==> src/rtl/hazard_stall_ctrl_if.sv <==
// Data-memory handshake bundle for hazard_stall_ctrl: the MEM-stage access
// request from the pipeline, the memory's ready, and the controller's request/error.
interface hazard_stall_ctrl_if;
  logic mem_access;
  logic dm_ready;
  logic dm_req;
  logic mem_err;

  modport master (
    input  mem_access,
    input  dm_ready,
    output dm_req,
    output mem_err
  );

  modport slave (
    output mem_access,
    output dm_ready,
    input  dm_req,
    input  mem_err
  );
endinterface

==> src/rtl/hazard_stall_ctrl.sv <==
// Pipeline stall/flush sequencing for the 5-stage RV32I core: load-use, taken JB and
// variable-latency data memory with timeout. HAZARD_PERF_CNT_EN enables perf counters.
module hazard_stall_ctrl #(
  parameter int unsigned REG_AW      = 5,
  parameter int unsigned MEM_TIMEOUT = 16,
  parameter int unsigned CNT_W       = 5,
  parameter int unsigned PERF_W      = 32
) (
  input  logic                   clk,
  input  logic                   rst_n,
  hazard_stall_ctrl_if.master    dm,
  input  logic [REG_AW-1:0]      id_rs1,
  input  logic [REG_AW-1:0]      id_rs2,
  input  logic                   id_rs1_used,
  input  logic                   id_rs2_used,
  input  logic [REG_AW-1:0]      ex_rd,
  input  logic                   ex_mem_read,
  input  logic                   ex_jb_taken,
  output logic                   pc_stall,
  output logic                   if_id_stall,
  output logic                   id_ex_stall,
  output logic                   ex_mem_stall,
  output logic                   if_id_flush,
  output logic                   id_ex_flush,
  output logic                   mem_wb_flush,
  output logic                   mem_err_sticky,
  output logic [PERF_W-1:0]      perf_lu_cnt,
  output logic [PERF_W-1:0]      perf_mem_cnt,
  output logic [PERF_W-1:0]      perf_flush_cnt
);

  typedef enum logic {ST_RUN, ST_WAIT} state_e;

  state_e           state_q, state_d;
  logic [CNT_W-1:0] wait_cnt_q, wait_cnt_d;
  logic             sticky_q, sticky_d;
  logic             mem_stall;
  logic             req;
  logic             err;
  logic             load_use;

  assign load_use = ex_mem_read && (ex_rd != '0) &&
                    ((id_rs1_used && (id_rs1 == ex_rd)) ||
                     (id_rs2_used && (id_rs2 == ex_rd)));

  always_comb begin
    state_d    = state_q;
    wait_cnt_d = wait_cnt_q;
    sticky_d   = sticky_q;
    mem_stall  = 1'b0;
    req        = 1'b0;
    err        = 1'b0;
    case (state_q)
      ST_RUN: begin
        req = dm.mem_access;
        if (dm.mem_access && !dm.dm_ready) begin
          mem_stall  = 1'b1;
          state_d    = ST_WAIT;
          wait_cnt_d = CNT_W'(1);
        end
      end
      ST_WAIT: begin
        req       = 1'b1;
        mem_stall = 1'b1;
        if (dm.dm_ready) begin
          mem_stall  = 1'b0;
          state_d    = ST_RUN;
          wait_cnt_d = '0;
        end else if (wait_cnt_q == CNT_W'(MEM_TIMEOUT - 1)) begin
          // Abort: let the instruction retire rather than hang the pipeline.
          err        = 1'b1;
          sticky_d   = 1'b1;
          mem_stall  = 1'b0;
          req        = 1'b0;
          state_d    = ST_RUN;
          wait_cnt_d = '0;
        end else begin
          wait_cnt_d = wait_cnt_q + CNT_W'(1);
        end
      end
      default: state_d = ST_RUN;
    endcase
  end

  // Outputs are gated by rst_n so a reset mid-access drops them without a clock edge.
  always_comb begin
    dm.dm_req    = 1'b0;
    dm.mem_err   = 1'b0;
    pc_stall     = 1'b0;
    if_id_stall  = 1'b0;
    id_ex_stall  = 1'b0;
    ex_mem_stall = 1'b0;
    if_id_flush  = 1'b0;
    id_ex_flush  = 1'b0;
    mem_wb_flush = 1'b0;
    if (rst_n) begin
      dm.dm_req  = req;
      dm.mem_err = err;
      if (mem_stall) begin
        pc_stall     = 1'b1;
        if_id_stall  = 1'b1;
        id_ex_stall  = 1'b1;
        ex_mem_stall = 1'b1;
        mem_wb_flush = 1'b1;
      end else if (ex_jb_taken) begin
        if_id_flush = 1'b1;
        id_ex_flush = 1'b1;
      end else if (load_use) begin
        pc_stall    = 1'b1;
        if_id_stall = 1'b1;
        id_ex_flush = 1'b1;
      end
    end
  end

  always_ff @(posedge clk or negedge rst_n) begin
    if (!rst_n) begin
      state_q    <= ST_RUN;
      wait_cnt_q <= '0;
      sticky_q   <= 1'b0;
    end else begin
      state_q    <= state_d;
      wait_cnt_q <= wait_cnt_d;
      sticky_q   <= sticky_d;
    end
  end

  assign mem_err_sticky = sticky_q;

`ifdef HAZARD_PERF_CNT_EN
  logic [PERF_W-1:0] perf_lu_q, perf_lu_d;
  logic [PERF_W-1:0] perf_mem_q, perf_mem_d;
  logic [PERF_W-1:0] perf_flush_q, perf_flush_d;

  // Events are taken from the resolved outputs so they follow the priority order.
  always_comb begin
    perf_lu_d    = perf_lu_q;
    perf_mem_d   = perf_mem_q;
    perf_flush_d = perf_flush_q;
    if (pc_stall && !ex_mem_stall && (perf_lu_q != '1))
      perf_lu_d = perf_lu_q + PERF_W'(1);
    if (ex_mem_stall && (perf_mem_q != '1))
      perf_mem_d = perf_mem_q + PERF_W'(1);
    if (if_id_flush && (perf_flush_q != '1))
      perf_flush_d = perf_flush_q + PERF_W'(1);
  end

  always_ff @(posedge clk or negedge rst_n) begin
    if (!rst_n) begin
      perf_lu_q    <= '0;
      perf_mem_q   <= '0;
      perf_flush_q <= '0;
    end else begin
      perf_lu_q    <= perf_lu_d;
      perf_mem_q   <= perf_mem_d;
      perf_flush_q <= perf_flush_d;
    end
  end

  assign perf_lu_cnt    = perf_lu_q;
  assign perf_mem_cnt   = perf_mem_q;
  assign perf_flush_cnt = perf_flush_q;
`else
  assign perf_lu_cnt    = '0;
  assign perf_mem_cnt   = '0;
  assign perf_flush_cnt = '0;
`endif

endmodule

==> src/flat_wrapper.sv <==
// flat-port wrapper written by rule: the top's interface ports become plain ports
module hazard_stall_ctrl_flat 
#(
  parameter int unsigned REG_AW      = 5,
  parameter int unsigned MEM_TIMEOUT = 16,
  parameter int unsigned CNT_W       = 5,
  parameter int unsigned PERF_W      = 32
)
  (clk, rst_n, id_rs1, id_rs2, id_rs1_used, id_rs2_used, ex_rd, ex_mem_read, ex_jb_taken, pc_stall, if_id_stall, id_ex_stall, ex_mem_stall, if_id_flush, id_ex_flush, mem_wb_flush, mem_err_sticky, perf_lu_cnt, perf_mem_cnt, perf_flush_cnt, dm_mem_access, dm_dm_ready, dm_dm_req, dm_mem_err);
  hazard_stall_ctrl_if dm_i ();
  input  logic clk;
  input  logic rst_n;
  input  logic [REG_AW-1:0] id_rs1;
  input  logic [REG_AW-1:0] id_rs2;
  input  logic id_rs1_used;
  input  logic id_rs2_used;
  input  logic [REG_AW-1:0] ex_rd;
  input  logic ex_mem_read;
  input  logic ex_jb_taken;
  output logic pc_stall;
  output logic if_id_stall;
  output logic id_ex_stall;
  output logic ex_mem_stall;
  output logic if_id_flush;
  output logic id_ex_flush;
  output logic mem_wb_flush;
  output logic mem_err_sticky;
  output logic [PERF_W-1:0] perf_lu_cnt;
  output logic [PERF_W-1:0] perf_mem_cnt;
  output logic [PERF_W-1:0] perf_flush_cnt;
  input wire logic [$bits(dm_i.mem_access)-1:0] dm_mem_access;
  input wire logic [$bits(dm_i.dm_ready)-1:0] dm_dm_ready;
  output wire logic [$bits(dm_i.dm_req)-1:0] dm_dm_req;
  output wire logic [$bits(dm_i.mem_err)-1:0] dm_mem_err;
  assign dm_i.mem_access = dm_mem_access;
  assign dm_i.dm_ready = dm_dm_ready;
  assign dm_dm_req = dm_i.dm_req;
  assign dm_mem_err = dm_i.mem_err;
  hazard_stall_ctrl #(.REG_AW(REG_AW), .MEM_TIMEOUT(MEM_TIMEOUT), .CNT_W(CNT_W), .PERF_W(PERF_W)) u_core (.clk(clk), .rst_n(rst_n), .dm(dm_i), .id_rs1(id_rs1), .id_rs2(id_rs2), .id_rs1_used(id_rs1_used), .id_rs2_used(id_rs2_used), .ex_rd(ex_rd), .ex_mem_read(ex_mem_read), .ex_jb_taken(ex_jb_taken), .pc_stall(pc_stall), .if_id_stall(if_id_stall), .id_ex_stall(id_ex_stall), .ex_mem_stall(ex_mem_stall), .if_id_flush(if_id_flush), .id_ex_flush(id_ex_flush), .mem_wb_flush(mem_wb_flush), .mem_err_sticky(mem_err_sticky), .perf_lu_cnt(perf_lu_cnt), .perf_mem_cnt(perf_mem_cnt), .perf_flush_cnt(perf_flush_cnt));
endmodule
==> config.mk <==
export PLATFORM = sky130hd
export DESIGN_NAME = hazard_stall_ctrl_flat
export DESIGN_NICKNAME = d
export VERILOG_FILES = /design/src/rtl/hazard_stall_ctrl_if.sv /design/src/rtl/hazard_stall_ctrl.sv /design/src/flat_wrapper.sv
export SDC_FILE = /design/constraint.sdc
export NUM_CORES = 1
export LEC_CHECK = 0
export CAP_MARGIN = 5
export CORE_ASPECT_RATIO = 0.9
export CORE_MARGIN = 4
export CORE_UTILIZATION = 30
export CTS_CLUSTER_SIZE = 14
export DETAILED_ROUTE_END_ITERATION = 16
export GPL_ROUTABILITY_DRIVEN = 0
export PLACE_DENSITY = 0.82
export SLEW_MARGIN = 20
export SYNTH_ARGS = -nofsm -noshare
export SYNTH_HDL_FRONTEND = slang
export SYNTH_SLANG_ARGS = --single-unit
export TNS_END_PERCENT = 100
==> constraint.sdc <==
create_clock -name clk -period 2.4 [get_ports clk]
set_input_delay 0.48 -clock clk [delete_from_list [all_inputs] [get_ports clk]]
set_output_delay 0.48 -clock clk [all_outputs]
set_load 0.03 [all_outputs]
==> results.yml, run 1 <==
run_status:
  status: "finished clean"
place:
  dp.cells: 239
  portBuffers: 32
  hpwl_um: 2140
  dpl_cell_area_mm2: 0.00131
logic_synthesis:
  yosysUniqueCellTypes: 32
  yosys_warnings: 0
  synth_flop_cell: "dfrtp_1"
  synth_edf_count: 0
  ys_seq_area_frac: 0.137
  synth-seq-cells: 7
  ys_async_sr_fraction: 1.00
  postSynthAreaPerCell_um2: 8.14
  synth_cells: 157
  synth_area_mm2: 0.00128
power_and_ir_drop:
  ir_worst_vdd_mv: 0.282
  net-switching-power_uw: 321
  p_total_uw: 641
  pwr-share-seq: 0.212
  p_leak_uw: 0.000815
  p_sw_frac: 0.500
  p_per_area_mw_per_mm2: 448
  combPwrFrac: 0.539
  p_int_uw: 320
  p_clk_frac: 0.249
final_layout:
  final_nets: 222
  finish.utilization: 0.349
  num_antenna_cells: 0
  multiInputGateArea_um2: 767
  register_area_um2: 175
  layout_common_cells: "conb_1 (96), buf_4 (15), clkdlybuf4s50_1 (13)"
  fin_area_mm2: 0.00143
  layoutNonFillerInstCount: 245
  drive_above_1_share: 0.178
  fillers: 433
  area_growth_pct: 11.9
  layout.cells.most_common: "conb_1"
worst_setup_path:
  critPathMaxStageDelay_ps: 520
  crit_chain: "dlygate4sd2_1 -> or4_4 -> o21a_1 -> nand3b_1 -> o21bai_4 -> buf_6"
  cp-end-kind: "output pin"
  critPathSlowestCell: "or4_4"
  crit_fanout: 3
  critical_path_class: "in -> out"
  reg2reg_setup_slack_ps: 1130
  reg2reg_to: "u_core.state_q$_DFF_PN0_"
  worstPathRequired_ps: 1920
  timing.rr.start: "u_core.wait_cnt_q[0]$_DFFE_PN0P_"
  arrival_ps: 1860
  worstSetupStartpointType: "input pin"
  reg2reg_depth: 4
die:
  num_rows: 22
  dieArea_mm2: 0.00537
  pin_count: 129
  die_w_um: 76.8
  fp.dieH_um: 69.9
  initial_core_util: 0.312
  core_area_mm2: 0.00410
grt:
  overflow: 0
  grt_pass1_wl_um: 3110
  grt_pass1_vias: 648
  track_usage: 0.0725
  grt_max_degree: 9
  antenna_found_initial: 0
min_path:
  min_to: "u_core.mem_err_sticky$_DFFE_PN0N_"
  min_from: "u_core.mem_err_sticky$_DFFE_PN0N_"
  worst_hold_path_type: "reg -> reg"
  holdPathStages: 1
clock_network:
  cts_tree: "built"
  h-tree-depth: 1
  clock_path_buffers: 2
  cts_sinks: 7
  clk_pin_slew_ps: 40
  cts_buffers: 3
  clk_latency_ps: 220
  cts-root-buf: "clkbuf_8"
sta:
  slew_viol_final: 0
  setup_viol: 0
  grt_setup_unrepaired: "no"
  fin_crit_sh: 0.973
  skew_ps: 1.46
  timing_hold_violations_final: 0
  fin_crit_ps: 2340
  max_freq_ghz: 0.428
  hold_ws_ps: 469
drt:
  first_iter_violations: 18
  wl_um: 2440
  drc: 0
  wl_per_cell_um: 9.96
  drt-vias-per-instance: 3.43
  vias: 841
  dr.pass1.iters: 2
  ant_nets: 0
run:
  cap_violations: 0
## cells by family (layout without fill, tap and decap cells)
group,Yosys count,in the layout,share of synthesized area
AO/OA/AOI/OAI,14,14,0.0793
XOR/XNOR,11,11,0.0753
adder cells (fa/ha/maj),1,1,0.00978
buffers and inverters,102,47,0.590
flip-flops,7,7,0.137
other,1,96,0.00293
AND/OR/NAND/NOR,21,21,0.106
## repair_timing
action,CTS,global route
hold endpoints to repair,0,0
pin swaps,6,7
hold buffers,0,0
resized for setup,10,14
setup endpoints to repair,6,6
setup buffers,0,2
## power groups by stage
stage / clock network [uW] / logic, uW / registers, uW
after global routing: 174 / 364 / 137
after detailed placement: 0 / 329 / 137
final: 160 / 346 / 136
after floorplan: 0 / 380 / 134
after CTS: 166 / 333 / 136
after global placement: 0 / 327 / 136
## state kept, by name (all words and copies together) (netlist names)
register and count:
u_core.state_q 1, u_core.mem_err_sticky 1, u_core.wait_cnt_q 5
## per-stage QoR
step                setup WS, ps  setup TNS [ps]
floorplan                   50.2               0
global placement            -200            -542
detailed placement          -192            -518
CTS                         5.79               0
global route                1.97               0
finish                      64.5               0
## per-layer routing
metal / GRT usage / vias to the layer above / part of all wire
met5: 0 / - / 0
met4: 0.0241 / 0 / 0.0066
met3: 0.0322 / 2 / 0.14
met2: 0.131 / 66 / 0.53
met1: 0.0743 / 383 / 0.33
li1: - / 390 / -
## synthesized netlist by cell type, drive strengths merged (2+ instances only)
library cell  count  share of area
a31oi             2         0.0098
o21bai            2          0.012
o21a              2          0.012
dfrtp             7           0.14
inv               3         0.0088
xnor2             3          0.021
xor2              8          0.055
buf              99           0.58
and2              2          0.011
and3              2          0.015
nor2b             2         0.0098
nor2              2         0.0059
nand2             2         0.0059
o21ai             2         0.0078
nand3             3          0.012
nor4              2         0.0098
## worst max-delay path: cells and delay by family
kind,cells,cell delay [ps]
compound gates,2,300
buf+inv,2,420
simple gates,2,650
## final cells by class
cell class	instances	share of cell area
clock buffer	4	0.0315
inverter	3	0.00787
multi-input combinational	143	0.536
sequential	7	0.122
tap	48	0.0420
timing repair buffer	40	0.260
## how the worst max path moves through the flow
| stage | start | to | slack (ps) |
|---|---|---|---|
| finish | ex_rd[2] | if_id_stall | 60 |
| global placement | ex_rd[2] | pc_stall | -200 |
| global route | u_core.wait_cnt_q[1]$_DFFE_PN0P_ | if_id_stall | 2 |
| detailed placement | ex_rd[2] | pc_stall | -190 |
| floorplan | u_core.wait_cnt_q[0]$_DFFE_PN0P_ | pc_stall | 50 |
| CTS | ex_rd[4] | pc_stall | 6 |
Note: power is estimated with default switching activity, not from simulation.
==> run 2: changes to the inputs <==
--- a/config.mk
+++ b/config.mk
@@ -13,6 +13,7 @@
 export DETAILED_ROUTE_END_ITERATION = 16
 export GPL_ROUTABILITY_DRIVEN = 0
 export PLACE_DENSITY = 0.82
+export RECOVER_POWER = 25
 export SLEW_MARGIN = 20
 export SYNTH_ARGS = -nofsm -noshare
 export SYNTH_HDL_FRONTEND = slang
==> run 2 against run 1 <==
Worst setup slack improved by 0.66 ps. Clock-buffer cell count stayed put. Global-route usage unchanged. Wire length did not move. Sequential power is essentially flat. Core utilization shrank 0.091 points. Clock skew unchanged. Non-clock buffer count did not move. Critical path depth is the same. Die area is the same. Clock power is essentially flat. Largest power group unchanged.
==> results.yml, run 2 (synthesis results as in run 1) <==
grt:
  antenna_found_initial: 0
  grt_max_degree: 9
  track_usage: 0.0725
  grt_pass1_wl_um: 3110
  grt_pass1_vias: 648
  overflow: 0
sta:
  skew_ps: 1.46
  max_freq_ghz: 0.428
  slew_viol_final: 0
  fin_crit_sh: 0.973
  timing_hold_violations_final: 0
  grt_setup_unrepaired: "no"
  fin_crit_ps: 2330
  setup_viol: 0
final_layout:
  area_growth_pct: 11.6
  layout_common_cells: "conb_1 (96), buf_4 (14), clkdlybuf4s50_1 (12)"
  largest_reg_flops: 5
  layoutNonFillerInstCount: 245
  top_register: "u_core.wait_cnt_q"
  layout.cells.most_common: "conb_1"
  drive_above_1_share: 0.173
  final_nets: 222
  num_antenna_cells: 0
  finish.utilization: 0.348
worst_setup_path:
  crit_chain: "dlygate4sd2_1 -> or4_4 -> o21a_1 -> nand3b_1 -> o21bai_4 -> buf_6"
  worstSetupStartpointType: "input pin"
  worstPathRequired_ps: 1920
  crit_fanout: 3
  cp-end-kind: "output pin"
  critical_path_class: "in -> out"
  reg2reg_depth: 4
  arrival_ps: 1850
  critPathSlowestCell: "or4_4"
  critPathMaxStageDelay_ps: 520
die:
  fp.dieH_um: 69.9
  num_rows: 22
  core_area_mm2: 0.00410
  die_w_um: 76.8
  dieArea_mm2: 0.00537
  initial_core_util: 0.312
  pin_count: 129
power_and_ir_drop:
  p_leak_uw: 0.000812
  p_per_area_mw_per_mm2: 448
  ir_worst_vdd_mv: 0.282
min_path:
  holdPathStages: 1
  worst_hold_path_type: "reg -> reg"
clock_network:
  cts_hold_buf: 0
  cts_tree: "built"
  h-tree-depth: 1
  clock_path_buffers: 2
  cts_sinks: 7
  clk_latency_ps: 220
  clk_pin_slew_ps: 40
  cts_buffers: 3
  cts-root-buf: "clkbuf_8"
drt:
  wl_per_cell_um: 9.96
  drt-vias-per-instance: 3.43
  drc: 0
  vias: 841
  first_iter_violations: 21
  wl_um: 2440
  dr.pass1.iters: 2
  ant_nets: 0
place:
  portBuffers: 32
  dp.cells: 239
  hpwl_um: 2140
run_status:
  status: "finished clean"
run:
  cap_violations: 0
[run 2: changes by cell type in the layout (fill, tap and decap cells not counted), sizes merged]
cell           previous run  this run
buf                      17        16
clkdlybuf4s50            13        12
clkbuf                    5         6
dlygate4sd3               0         1
[run 2: final timing paths]
| check | from | to | slack, ps |
|---|---|---|---|
| hold reg to reg | u_core.mem_err_sticky$_DFFE_PN0N_ | u_core.mem_err_sticky$_DFFE_PN0N_ | 470 |
| min in group asynchronous | rst_n | u_core.mem_err_sticky$_DFFE_PN0N_ | 860 |
| setup / recovery | ex_rd[2] | if_id_stall | 70 |
| max in group asynchronous | rst_n | u_core.wait_cnt_q[2]$_DFFE_PN0P_ | 1270 |
| setup reg to reg | u_core.wait_cnt_q[0]$_DFFE_PN0P_ | u_core.state_q$_DFF_PN0_ | 1130 |
| hold / removal | u_core.mem_err_sticky$_DFFE_PN0N_ | u_core.mem_err_sticky$_DFFE_PN0N_ | 470 |
[run 2: per-layer routing]
metal  up-vias  track usage  share of wire
met4         0       0.0241         0.0066
met2        66        0.131           0.53
met5         -            0              0
met3         2       0.0322           0.14
li1        390            -              -
met1       383       0.0743           0.33
[run 2: worst max-delay path: cells and delay by family]
kind | cells | cell delay [ps]
AND/OR/NAND/NOR | 2 | 650
buffers and inverters | 2 | 420
AO/OA/AOI/OAI | 2 | 300
[run 2: power by group]
group	switching, uW	internal [uW]	total, uW	leakage [uW]
sequential	9.53	126	136	0.0000934
clock	45.4	114	160	0.0000228
combinational	266	78.6	345	0.000695
total	321	319	640	0.000812
[run 2: cell type report]
cell class	count	area (um^2)
tap	48	60.1
multi-input combinational	143	767
sequential	7	175
timing repair buffer	40	369
inverter	3	11.3
clock buffer	4	45.0
fill	435	2670
[run 2: metrics by stage]
| stage | power [uW] | setup slack (ps) | hold slack [ps] | setup TNS, ps | area, um^2 |
|---|---|---|---|---|---|
| after floorplan | 514 | 50.2 | 184 | 0 | 1650 |
| after global placement | 463 | -200 | 456 | -542 | 1310 |
| after detailed placement | 465 | -192 | 461 | -518 | 1310 |
| after CTS | 634 | 5.79 | 469 | 0 | 1380 |
| after global routing | 673 | 1.95 | 503 | 0 | 1430 |
| final | 640 | 65.2 | 469 | 0 | 1430 |
[run 2: timing repair]
action,in CTS,in global routing
gates resized for setup,10,14
endpoints found under the setup margin,6,6
buffers inserted,0,2
pin swaps,6,7
cloned,0,0
==> run 3: changes to the inputs <==
--- a/config.mk
+++ b/config.mk
@@ -8,11 +8,11 @@
 export CAP_MARGIN = 5
 export CORE_ASPECT_RATIO = 0.9
 export CORE_MARGIN = 4
-export CORE_UTILIZATION = 30
+export CORE_UTILIZATION = 32
 export CTS_CLUSTER_SIZE = 14
 export DETAILED_ROUTE_END_ITERATION = 16
 export GPL_ROUTABILITY_DRIVEN = 0
-export PLACE_DENSITY = 0.82
+export PLACE_DENSITY = 0.87
 export RECOVER_POWER = 25
 export SLEW_MARGIN = 20
 export SYNTH_ARGS = -nofsm -noshare
==> constraint.sdc (replaced) <==
create_clock -name clk -period 2.8 [get_ports clk]
set_input_delay 0.56 -clock clk [delete_from_list [all_inputs] [get_ports clk]]
set_output_delay 0.56 -clock clk [all_outputs]
set_load 0.03 [all_outputs]
==> run 3 against run 2 <==
Global-route usage is 0.60 points higher. Critical path depth stayed put. Clock skew is 0.96 ps lower. Cell count is 2.4% lower. Critical endpoint is now pc_stall. Highest routed layer unchanged.
==> results.yml, run 3 (synthesis results as in run 1) <==
run_status:
  status: "finished clean"
grt:
  grt_pass1_vias: 652
  track_usage: 0.0784
  grt_max_degree: 13
  grt_pass1_wl_um: 3060
  antenna_found_initial: 0
  overflow: 0
worst_setup_path:
  critPathSlowestCell: "or4_1"
  critical_path_depth: 6
  startpoint: "ex_rd[1]"
  critPathMaxStageDelay_ps: 550
  crit_fanout: 3
  critical_path_class: "in -> out"
  path_buf_inv: 2
  cp-end-kind: "output pin"
  worstPathRequired_ps: 2240
  reg2reg_depth: 5
  worstSetupStartpointType: "input pin"
  timing.rr.start: "u_core.wait_cnt_q[0]$_DFFE_PN0P_"
  reg2reg_setup_slack_ps: 1330
  cpLargestDelayFamily: "buffers and inverters"
  arrival_ps: 2130
  reg2reg_to: "u_core.state_q$_DFF_PN0_"
  cp-endpoint: "pc_stall"
  crit_chain: "clkdlybuf4s50_1 -> or4_1 -> o21a_1 -> nand3b_1 -> o21bai_1 -> buf_4"
sta:
  slew_viol_final: 0
  finalSetupTns_ps: 0
  hold_ws_ps: 473
  setup_viol: 0
  fin_crit_sh: 0.962
  skew_ps: 0.502
  max_freq_ghz: 0.371
  fin_crit_ps: 2690
  grt_setup_unrepaired: "no"
  timing_hold_violations_final: 0
die:
  initial_core_util: 0.338
  core_area_mm2: 0.00378
  fp.dieH_um: 68.0
  dieArea_mm2: 0.00507
  pin_count: 129
  die_w_um: 74.6
  num_rows: 21
drt:
  wl_per_cell_um: 9.81
  ant_nets: 0
  drt-vias-per-instance: 3.46
  dr_wl_met3_um: 282
  vias: 826
  m1WireLength_um: 674
  wl_um: 2350
  wl_met2_um: 1330
  first_iter_violations: 23
  drc: 0
  dr.pass1.iters: 4
  topRoutingLayerUsed: "met4"
clock_network:
  cts_sinks: 7
  cts_setup_buffers: 0
  h-tree-depth: 1
  cts_buffers: 3
  clk_latency_ps: 220
  cts-root-buf: "clkbuf_8"
  clock_path_buffers: 2
  cts_tree: "built"
  clk_pin_slew_ps: 40
  cts_resized: 1
  cts_hold_buf: 0
run:
  cap_violations: 0
final_layout:
  final_nets: 218
  top_register: "u_core.wait_cnt_q"
  fin_area_mm2: 0.00134
  layout_common_cells: "conb_1 (96), clkdlybuf4s50_1 (22), buf_4 (11)"
  drive_above_1_share: 0.109
  largest_reg_flops: 5
  num_antenna_cells: 0
  layout.cells.most_common: "conb_1"
  area_growth_pct: 4.60
power_and_ir_drop:
  p_leak_uw: 0.000729
  p_total_uw: 536
  ir_worst_vdd_mv: 0.103
  p_per_area_mw_per_mm2: 401
min_path:
  min_from: "u_core.mem_err_sticky$_DFFE_PN0N_"
  worst_hold_path_type: "reg -> reg"
place:
  hpwl_um: 2190
  portBuffers: 32
  dpl_cell_area_mm2: 0.00129
[run 3: how the worst min path moves through the flow]
stage                                         to  slack (ps)  cells after the start
2_1_floorplan  u_core.mem_err_sticky$_DFFE_PN0N_         260                      0
3_3_place_gp    u_core.wait_cnt_q[4]$_DFFE_PN0P_         480                      1
3_5_place_dp   u_core.mem_err_sticky$_DFFE_PN0N_         460                      1
4_1_cts        u_core.mem_err_sticky$_DFFE_PN0N_         480                      1
5_1_grt        u_core.mem_err_sticky$_DFFE_PN0N_         500                      1
6_report       u_core.mem_err_sticky$_DFFE_PN0N_         470                      1
[run 3: area by class of cell]
cell class,instances,area (um^2)
clock buffer,3,41.3
sequential,7,175
fill,384,2450
inverter,3,11.3
multi-input combinational,143,706
tap,46,57.6
timing repair buffer,36,342
clock inverter,1,5.00
[run 3: routing by layer]
metal  GRT usage  vias to the layer above
met1      0.0795                      370
met2       0.154                       62
met4      0.0467                        0
met5           0                        -
met3     0.00734                        6
li1            -                      388
[run 3: through the flow]
stage / worst slack (ps) / instances / util
final: 107 / 239 / 0.354
after global routing: 17.4 / 239 / 0.354
after CTS: 111 / 239 / 0.354
after detailed placement: -15.4 / 235 / 0.342
after global placement: 44.4 / 235 / 0.342
after floorplan: 177 / 252 / -
[run 3: worst reg2reg max path, cell delays in order (launching register included)]
cell	delay (ps)
dfrtp_1	390
ha_1	260
and4b_1	210
a211o_2	360
buf_4	140
inv_1	50
[run 3: power by group]
| group | internal [uW] | switching, uW |
|---|---|---|
| sequential | 108 | 7.33 |
| clock | 96.1 | 42.1 |
| combinational | 60.6 | 221 |
